===== src/rtl/lcd_pkg.sv =====
// +----------------------------------------------------------------------------+
// | lcd_pkg: state encoding, command layout and reset timing defaults for the  |
// | LCD power-on initialisation sequencer.                                     |
// | Revision: 1.0                                                              |
// +----------------------------------------------------------------------------+
`default_nettype none

package lcd_pkg;

  typedef logic [2:0] state_t;

  localparam state_t c_st_idle       = 3'd0;
  localparam state_t c_st_hwrst_low  = 3'd1;
  localparam state_t c_st_hwrst_wait = 3'd2;
  localparam state_t c_st_issue      = 3'd3;
  localparam state_t c_st_wait_dly   = 3'd4;
  localparam state_t c_st_finish     = 3'd5;

  // Command word: {dc, byte}; dc=0 selects command, dc=1 selects parameter data.
  localparam int c_cmd_w      = 9;
  localparam int c_cmd_dc_bit = 8;

  typedef logic [c_cmd_w-1:0] cmd_t;

  localparam int c_rst_low_cycles_def  = 270000;
  localparam int c_rst_wait_cycles_def = 3240000;

endpackage

`default_nettype wire


===== src/rtl/delay_ctr.sv =====
// +----------------------------------------------------------------------------+
// | delay_ctr: loadable down-counter; expired is high while the count is zero. |
// | Revision: 1.0                                                              |
// +----------------------------------------------------------------------------+
`default_nettype none

module delay_ctr #(
  parameter int WIDTH = 24
) (
  input  logic             clk,
  input  logic             rst,
  input  logic             load,
  input  logic [WIDTH-1:0] load_val,
  input  logic             count,
  output logic             expired
);

  logic [WIDTH-1:0] r_cnt;

  always_ff @(posedge clk or negedge rst) begin
    if (!rst) begin
      r_cnt <= '0;
    end else if (load) begin
      r_cnt <= load_val;
    end else if (count && (r_cnt != '0)) begin
      r_cnt <= r_cnt - WIDTH'(1);
    end
  end

  assign expired = (r_cnt == '0);

endmodule

`default_nettype wire


===== src/rtl/lcd_init_seq.sv =====
// +----------------------------------------------------------------------------+
// | lcd_init_seq: walks a command/delay table and streams it to the LCD        |
// | serializer; optional panel hardware reset under LCD_INIT_SEQ_HWRESET_EN.   |
// | Revision: 1.0                                                              |
// +----------------------------------------------------------------------------+
`default_nettype none

module lcd_init_seq
  import lcd_pkg::*;
#(
  parameter int CTR_WIDTH       = 24,
  parameter int NUM_STEPS       = 16,
  parameter int RST_LOW_CYCLES  = c_rst_low_cycles_def,
  parameter int RST_WAIT_CYCLES = c_rst_wait_cycles_def,
  localparam int AW             = (NUM_STEPS > 1) ? $clog2(NUM_STEPS) : 1
) (
  input  logic                 clk,
  input  logic                 rst,
  input  logic                 start,
  output logic                 busy,
  output logic                 done,
  output logic [AW-1:0]        step_addr,
  input  logic [c_cmd_w-1:0]   step_cmd,
  input  logic [CTR_WIDTH-1:0] step_delay,
  input  logic                 step_last,
  output logic                 cmd_valid,
  input  logic                 cmd_ready,
  output logic [c_cmd_w-1:0]   cmd_data,
  output logic                 lcd_rst_n
);

  localparam logic [AW-1:0] c_last_addr = AW'(NUM_STEPS - 1);

  // Counter loads N-1 so that the state holding the wait lasts exactly N cycles.
  localparam logic [CTR_WIDTH-1:0] c_rst_low_load  =
    (RST_LOW_CYCLES > 0) ? CTR_WIDTH'(RST_LOW_CYCLES - 1) : '0;
  localparam logic [CTR_WIDTH-1:0] c_rst_wait_load =
    (RST_WAIT_CYCLES > 0) ? CTR_WIDTH'(RST_WAIT_CYCLES - 1) : '0;

  state_t               r_state;
  state_t               w_state_nxt;
  logic [AW-1:0]        r_addr;
  logic                 r_last;
  logic                 w_end;
  logic                 w_is_issue;
  logic                 w_accept;
  logic                 w_ctr_load;
  logic [CTR_WIDTH-1:0] w_ctr_val;
  logic                 w_ctr_count;
  logic                 w_expired;
  logic                 w_addr_clr;
  logic                 w_addr_inc;

  // The table's final slot terminates the run even when step_last is never set.
  assign w_end      = step_last || (r_addr == c_last_addr);
  assign w_is_issue = (r_state == c_st_issue);
  assign w_accept   = w_is_issue && cmd_ready;
  assign step_addr  = r_addr;

  delay_ctr #(
    .WIDTH(CTR_WIDTH)
  ) u_delay_ctr (
    .clk      (clk),
    .rst      (rst),
    .load     (w_ctr_load),
    .load_val (w_ctr_val),
    .count    (w_ctr_count),
    .expired  (w_expired)
  );

  always_ff @(posedge clk or negedge rst) begin
    if (!rst) begin
      r_state <= c_st_idle;
    end else begin
      r_state <= w_state_nxt;
    end
  end

  always_comb begin
    w_state_nxt = r_state;
    case (r_state)
      c_st_idle: begin
        if (start) begin
`ifdef LCD_INIT_SEQ_HWRESET_EN
          w_state_nxt = c_st_hwrst_low;
`else
          w_state_nxt = c_st_issue;
`endif
        end
      end
`ifdef LCD_INIT_SEQ_HWRESET_EN
      c_st_hwrst_low: begin
        if (w_expired) w_state_nxt = c_st_hwrst_wait;
      end
      c_st_hwrst_wait: begin
        if (w_expired) w_state_nxt = c_st_issue;
      end
`endif
      c_st_issue: begin
        if (cmd_ready) begin
          if (step_delay != '0) begin
            w_state_nxt = c_st_wait_dly;
          end else if (w_end) begin
            w_state_nxt = c_st_finish;
          end
        end
      end
      c_st_wait_dly: begin
        if (w_expired) w_state_nxt = r_last ? c_st_finish : c_st_issue;
      end
      c_st_finish: begin
        w_state_nxt = c_st_idle;
      end
      default: begin
        w_state_nxt = c_st_idle;
      end
    endcase
  end

  always_comb begin
    busy        = (r_state != c_st_idle);
    done        = (r_state == c_st_finish);
    cmd_valid   = w_is_issue;
    cmd_data    = w_is_issue ? step_cmd : '0;
    w_ctr_load  = 1'b0;
    w_ctr_val   = '0;
    w_ctr_count = 1'b0;
    w_addr_clr  = 1'b0;
    w_addr_inc  = 1'b0;
`ifdef LCD_INIT_SEQ_HWRESET_EN
    lcd_rst_n   = (r_state != c_st_hwrst_low);
`else
    lcd_rst_n   = 1'b1;
`endif
    case (r_state)
      c_st_idle: begin
        if (start) begin
          w_addr_clr = 1'b1;
          w_ctr_load = 1'b1;
          w_ctr_val  = c_rst_low_load;
        end
      end
      c_st_hwrst_low: begin
        w_ctr_count = 1'b1;
        if (w_expired) begin
          w_ctr_load = 1'b1;
          w_ctr_val  = c_rst_wait_load;
        end
      end
      c_st_hwrst_wait: begin
        w_ctr_count = 1'b1;
      end
      c_st_issue: begin
        if (cmd_ready) begin
          if (step_delay != '0) begin
            w_ctr_load = 1'b1;
            w_ctr_val  = step_delay - CTR_WIDTH'(1);
          end else if (!w_end) begin
            w_addr_inc = 1'b1;
          end
        end
      end
      c_st_wait_dly: begin
        w_ctr_count = 1'b1;
        if (w_expired && !r_last) w_addr_inc = 1'b1;
      end
      default: begin
      end
    endcase
  end

  // step_last is only valid while its entry is addressed, so capture it on accept.
  always_ff @(posedge clk or negedge rst) begin
    if (!rst) begin
      r_addr <= '0;
      r_last <= 1'b0;
    end else begin
      if (w_addr_clr) begin
        r_addr <= '0;
      end else if (w_addr_inc) begin
        r_addr <= r_addr + AW'(1);
      end
      if (w_accept) r_last <= w_end;
    end
  end

endmodule

`default_nettype wire

===== config.mk =====
export PLATFORM = sky130hd
export DESIGN_NAME = lcd_init_seq
export DESIGN_NICKNAME = d
export VERILOG_FILES = /design/src/rtl/lcd_pkg.sv /design/src/rtl/delay_ctr.sv /design/src/rtl/lcd_init_seq.sv
export SDC_FILE = /design/constraint.sdc
export NUM_CORES = 1
export LEC_CHECK = 0
export ABC_AREA = 1
export BUFFER_PORTS_ARGS = -buffer_cell sky130_fd_sc_hd__buf_2
export CAP_MARGIN = 20
export CORE_MARGIN = 2
export CORE_UTILIZATION = 35
export CTS_CLUSTER_SIZE = 16
export DETAILED_ROUTE_END_ITERATION = 16
export HOLD_SLACK_MARGIN = 0.02
export PLACE_DENSITY = 0.59
export SLEW_MARGIN = 20
export SYNTH_ARGS = -nofsm -noshare
export SYNTH_HDL_FRONTEND = slang
export SYNTH_SLANG_ARGS = --single-unit

===== constraint.sdc =====
create_clock -name clk -period 2.4 [get_ports clk]
set_input_delay 0.24 -clock clk [delete_from_list [all_inputs] [get_ports clk]]
set_output_delay 0.24 -clock clk [all_outputs]
set_load 0.03 [all_outputs]

# --- Word level (Yosys, flattened, before mapping) ---
# Cells that the tools add are included.
op_classes:
  n_addsub: 3
  n_eq_ne: 10
  mux: 29
  reduce_logical: 14
ops:
  columns: ["cell", "n"]
  rows:
  - ["2-to-1 mux 24 bit", 4]
  - ["case mux 24 bit (3 select lines)", 1]
  - ["nonzero test 24 bit", 2]
  - ["subtractor 24 x 1 -> 24 bit (second input constant)", 2]
  - ["zero test 24 bit", 1]
  - ["2-to-1 mux 22 bit", 1]
  - ["2-to-1 mux 19 bit", 1]
  - ["2-to-1 mux 3 bit", 6]
  - ["2-to-1 mux 1 bit", 10]
  - ["2-to-1 mux 9 bit", 1]
  - ["case mux 3 bit (3 select lines)", 1]
  - ["2-to-1 mux 4 bit", 2]
  - ["equality test 3 x 2 -> 1 bit (second input constant)", 2]
  - ["equality test 3 bit (second input constant)", 2]
  - ["!= test 2 bit (second input constant)", 3]
  - ["adder 4 x 1 -> 4 bit (second input constant)", 1]
  - ["equality test 4 bit (second input constant)", 1]
  - ["AND reduction 4 bit", 1]
  - ["nonzero test 2 bit", 2]
  - ["equality test 3 x 1 -> 1 bit (second input constant)", 1]
  - ["logical AND 1 bit", 3]
  - ["zero test 3 bit", 1]
  - ["!= test 3 x 2 -> 1 bit (second input constant)", 1]
  - ["case mux 1 bit (3 select lines)", 1]
  - ["5 further kinds", 5]
word_totals:
  reg_bits: 32
  inputBits: 38
  out_inout_bits: 17
  wordCells: 60

# --- Logic depth before layout (Yosys ltp) ---
logic_depth:
  ltp_word: 8
  ltp_mapped: 13
  depth_no_buf: 12

# --- By module ---
# A second synthesis with hierarchy kept.
unflattened:
  hier_cells: 537
  area_unflattened_um2: 3323.2
modules_own_cells:
  columns: ["module", "n_inst", "cells_each", "area_each_um2", "seq_area_each_um2"]
  rows:
  - ["delay_ctr", 1, 289, 1846.8, 600.6]
  - ["lcd_init_seq", 1, 248, 1476.4, 200.2]

# --- Worst setup path before layout ---
# Ideal clock, no wire load.
synth_timing:
  path_kind: "register to register"
  startpoint: "register u_delay_ctr.r_cnt[0]"
  endpoint: "register u_delay_ctr.r_cnt[18]"
  setup_ns: 0.122
  t_arrival_ns: 1.551
  required_ns: 2.278
  slack_ns: 0.727
  stages_incl_launch_ff: 11
  n_path_buf: 1
  period_less_slack_ns: 1.673
  path_cell_list: "dfrtp_1 inv_1 ha_1 nand2_2 nor2_8 nand3_4 nand2_8 inv_6 buf_6 nor3_2 a21oi_1"
synth_between:
  elab_chain_len: 4
  elab_cells_between_ends: 9
  cone_classes: "1 x add/sub; 4 x mux; 4 x reduce/logical"
synth_lines:
  columns: ["item", "line_no", "rtl"]
  rows:
  - ["start: declaration", "delay_ctr.sv:18", "logic [WIDTH-1:0] r_cnt;"]
  - ["start signal: assignment", "delay_ctr.sv:24", "r_cnt <= load_val;"]
  - ["start signal: assignment", "delay_ctr.sv:26", "r_cnt <= r_cnt - WIDTH'(1);"]
  - ["parallel branches: the longest is 4 deep, another holds subtractor 24 x 1 -> 24 bit", null, null]
# Parallel ways; which one is timed is not known. The select of a mux whose other input is x is not followed.
# A chain may end at the register's enable or synchronous reset.

# --- Final worst setup path ---
layout_timing:
  startpoint: "register u_delay_ctr.r_cnt[0]"
  endpoint: "register u_delay_ctr.r_cnt[14]"
layout_between:
  elab_chain_len: 4
  elab_cells_between_ends: 11
  cone_classes: "1 x add/sub; 6 x mux; 4 x reduce/logical"
layout_lines:
  columns: ["item"]
  rows:
  - ["parallel branches: the longest is 4 deep, another holds subtractor 24 x 1 -> 24 bit"]
# Parallel ways; which one is timed is not known. The select of a mux whose other input is x is not followed.

==> summary.md <==
| Metric | Value |
|---|---|
| Status | `finished clean` |
| Rows | `35` |
| R2R Path End | `u_delay_ctr.r_cnt[14]` |
| Largest net degree at the start of global routing | `33` |
| CP Capture Type | `flip-flop` |
| R2R Setup Slk | `approximately 340 ps` |
| Total gr overflow | `0` |
| Total core area | `~9000 sq um` |
| Kind of critical path | `reg2reg` |
| Commonest non-fill, non-tap cell in the layout | `nand2_1` |
| Setup TNS | `0 ps` |
| Detailed-route via count | `around 3300` |
| CTS tree | `done` |
| Post-Synthesis Cells | `slightly above 500` |
| IO buf count | `53` |
| Number of enable flip-flop cells after synthesis | `0` |
| Crit path launch type | `flip-flop` |
| Cells resized by post-CTS repair | `0` |
| Unrepaired setup endpoints after global routing | `no` |
| Commonest non-fill, non-tap cells in the layout | `nand2_1, nor2_1, buf_2` |
| Starting DRT DRC Count | `around 170` |
| Worst Clk Skew | `6.77 ps` |
| Area Overhead vs Synth | `12.8%` |
| Ys async rst share | `1.00` |
| Hold_buf cts | `0` |
| Initial antenna violation count | `0` |
| Final Cell Area | `roughly 3700 sq um` |
| Peak supply drop | `about 0.00015 V` |
| Syn Nets | `549` |
| Placed cell area | `3570 sq um` |
| Root Driver | `clkbuf_8` |
| Synthesized area per cell | `6.39 sq um` |
| CTS buffer count | `5` |
| Share of cells above drive strength 1 | `0.199` |
| Die ar. | `10100 sq um` |
| Max Cap Violations | `0` |
| Post-synth cell types | `around 40` |
| # setup viols final | `0` |
| Final period util | `0.860` |
| Synthesis Warnings | `0` |
| Cell taking the most area after synthesis | `dfrtp_1` |
| First-pass GRT wire length | `around 15000 um` |
| Primary FF master, synth | `dfrtp_1` |
| R2R Path Start | `u_delay_ctr.r_cnt[0]` |
| Final min period | `2060 ps` |
| NumNets Final | `602` |
| Gpl congestion | `between 0.8 and 0.9` |
| CP arrival | `around 2300 ps` |
| HP Class | `in2async` |
| Post-CTS Setup Inserts | `0` |
| Synthesized area | `3250 sq um` |
| Drt wl/cell | `13.3 um` |
| Filler instances | `1016` |
| Antenna fix cells | `0` |
| P_leak | `1.82 nW` |
| Die Span X | `100 um` |
| Dpl hpwl | `between 7000 and 8000 um` |
| Detailed Routing Iterations Pass 1 | `4` |
| Max-slew violation count | `0` |
| Peak Freq | `484 MHz` |
| Die height | `100 um` |
| R2R depth | `11` |
| Slew @ Worst Pin | `763 ps` |
| Share of the synthesized area in the top cell type | `0.247` |
| # clock sinks | `32` |
| Pwr Total | `1.14 mW` |
| Area occupied by multi-input gates | `approximately 2100 sq um` |
| Latest clock arrival within the worst-skew pair | `290 ps` |
| Ranking of synthesized cells by area | `dfrtp_1, nand2_1, nor2_1` |
| Clock slew seen by the registers of the worst setup and hold paths | `80 ps` |
| Clock buffer depth | `2` |
| Final ANT Viol Nets | `0` |
| Final number of hold-violating endpoints | `0` |
| Yosys reg bits | `32` |
| Vias per cell | `4.90` |
| Post-Route WL | `8960 um` |
| IO Pins | `55` |
| Htree depth | `2` |
| Starting density of the core | `0.356` |
| Seq/Total Area, Yosys | `0.247` |
| Power Density | `312 nW/um^2` |
| Slew Limit Headroom | `0.491` |
| Sequential cell area | `801 sq um` |
| DRC violations left | `0` |
| Crit-path max FO | `14` |
| Total GRT Usage | `0.181` |
| Data required, critical path | `about 2600 ps` |
| Vias in the first global route | `3089` |
-- power by group --
| group | total [mW] | switching, mW | internal, mW |
|---|---|---|---|
| Sequential | 0.569 | 0.0176 | 0.551 |
| Combinational | 0.148 | 0.0887 | 0.0588 |
| Clock | 0.427 | 0.224 | 0.202 |
-- critical path: stages, from the launching register on --
cell and delay [ps]:
dfrtp_1 390, inv_1 90, ha_1 200, nand2_2 150, nor2_8 220, nand3_4 140
nand2_8 140, inv_6 90, nor2_4 320, nand2_1 100, nand2_1 80, inv_1 30
-- how the worst max path moves through the flow --
stage	start	to	slack, ps	depth (start not counted)
2_1_floorplan	u_delay_ctr.r_cnt[0]	u_delay_ctr.r_cnt[18]	730	10
4_1_cts	u_delay_ctr.r_cnt[0]	u_delay_ctr.r_cnt[14]	330	11
3_5_place_dp	step_delay[1]	u_delay_ctr.r_cnt[14]	260	12
5_1_grt	u_delay_ctr.r_cnt[0]	u_delay_ctr.r_cnt[14]	170	11
3_3_place_gp	step_delay[0]	u_delay_ctr.r_cnt[2]	310	12
6_report	u_delay_ctr.r_cnt[0]	u_delay_ctr.r_cnt[14]	340	11
-- metal layers --
metal	wire, um	vias up	global-route usage
met2	4200	60	0.306
li1	-	1707	-
met4	87	0	0.0464
met1	4420	1526	0.252
met5	0	-	0
met3	250	5	0.0139
-- registers in the layout (all words and copies together), names as in the netlist --
signal	flops
r_last	1
r_state	3
step_addr	4
u_delay_ctr.r_cnt	24
-- synth_stat cells (3+ instances only) --
library cell / n
nand2_1: 124
nor2_1: 114
inv_1: 52
nand3_1: 42
dfrtp_1: 32
o21ai_0: 18
xor2_1: 16
nor2_2: 14
a21oi_1: 12
nand4_1: 11
xnor2_1: 10
nand3_2: 7
buf_6: 5
nand2_2: 4
nor2_4: 4
ha_1: 3
nor3_1: 3
o21ai_1: 3
o21bai_1: 3
-- cells by family after synthesis --
family / Yosys count / share of synthesized area
compound gates: 44 / 0.0794
xor+xnor: 26 / 0.0701
fa+ha+maj: 3 / 0.0116
buf+inv: 67 / 0.101
flops: 32 / 0.247
other cells: 1 / 0.00115
simple gates: 335 / 0.491
-- through the flow --
stage / setup WS, ps / hold slack (ps) / utilization / cells
CTS: 334 / 57.6 / 0.402 / 673
global route: 166 / 78.2 / 0.402 / 673
floorplan: 727 / -55.6 / - / 508
global placement: 309 / 363 / 0.392 / 665
detailed placement: 256 / 370 / 0.392 / 665
finish: 335 / 22.2 / 0.402 / 673
-- area by class of cell --
type / count / area share
Sequential cell: 32 / 0.219
Clock buffer: 5 / 0.0188
Multi-Input combinational cell: 409 / 0.579
Tap cell: 111 / 0.0379
Clock inverter: 3 / 0.00513
Timing Repair Buffer: 56 / 0.0786
Inverter: 57 / 0.0619
Power figures use the tool's default switching activity.
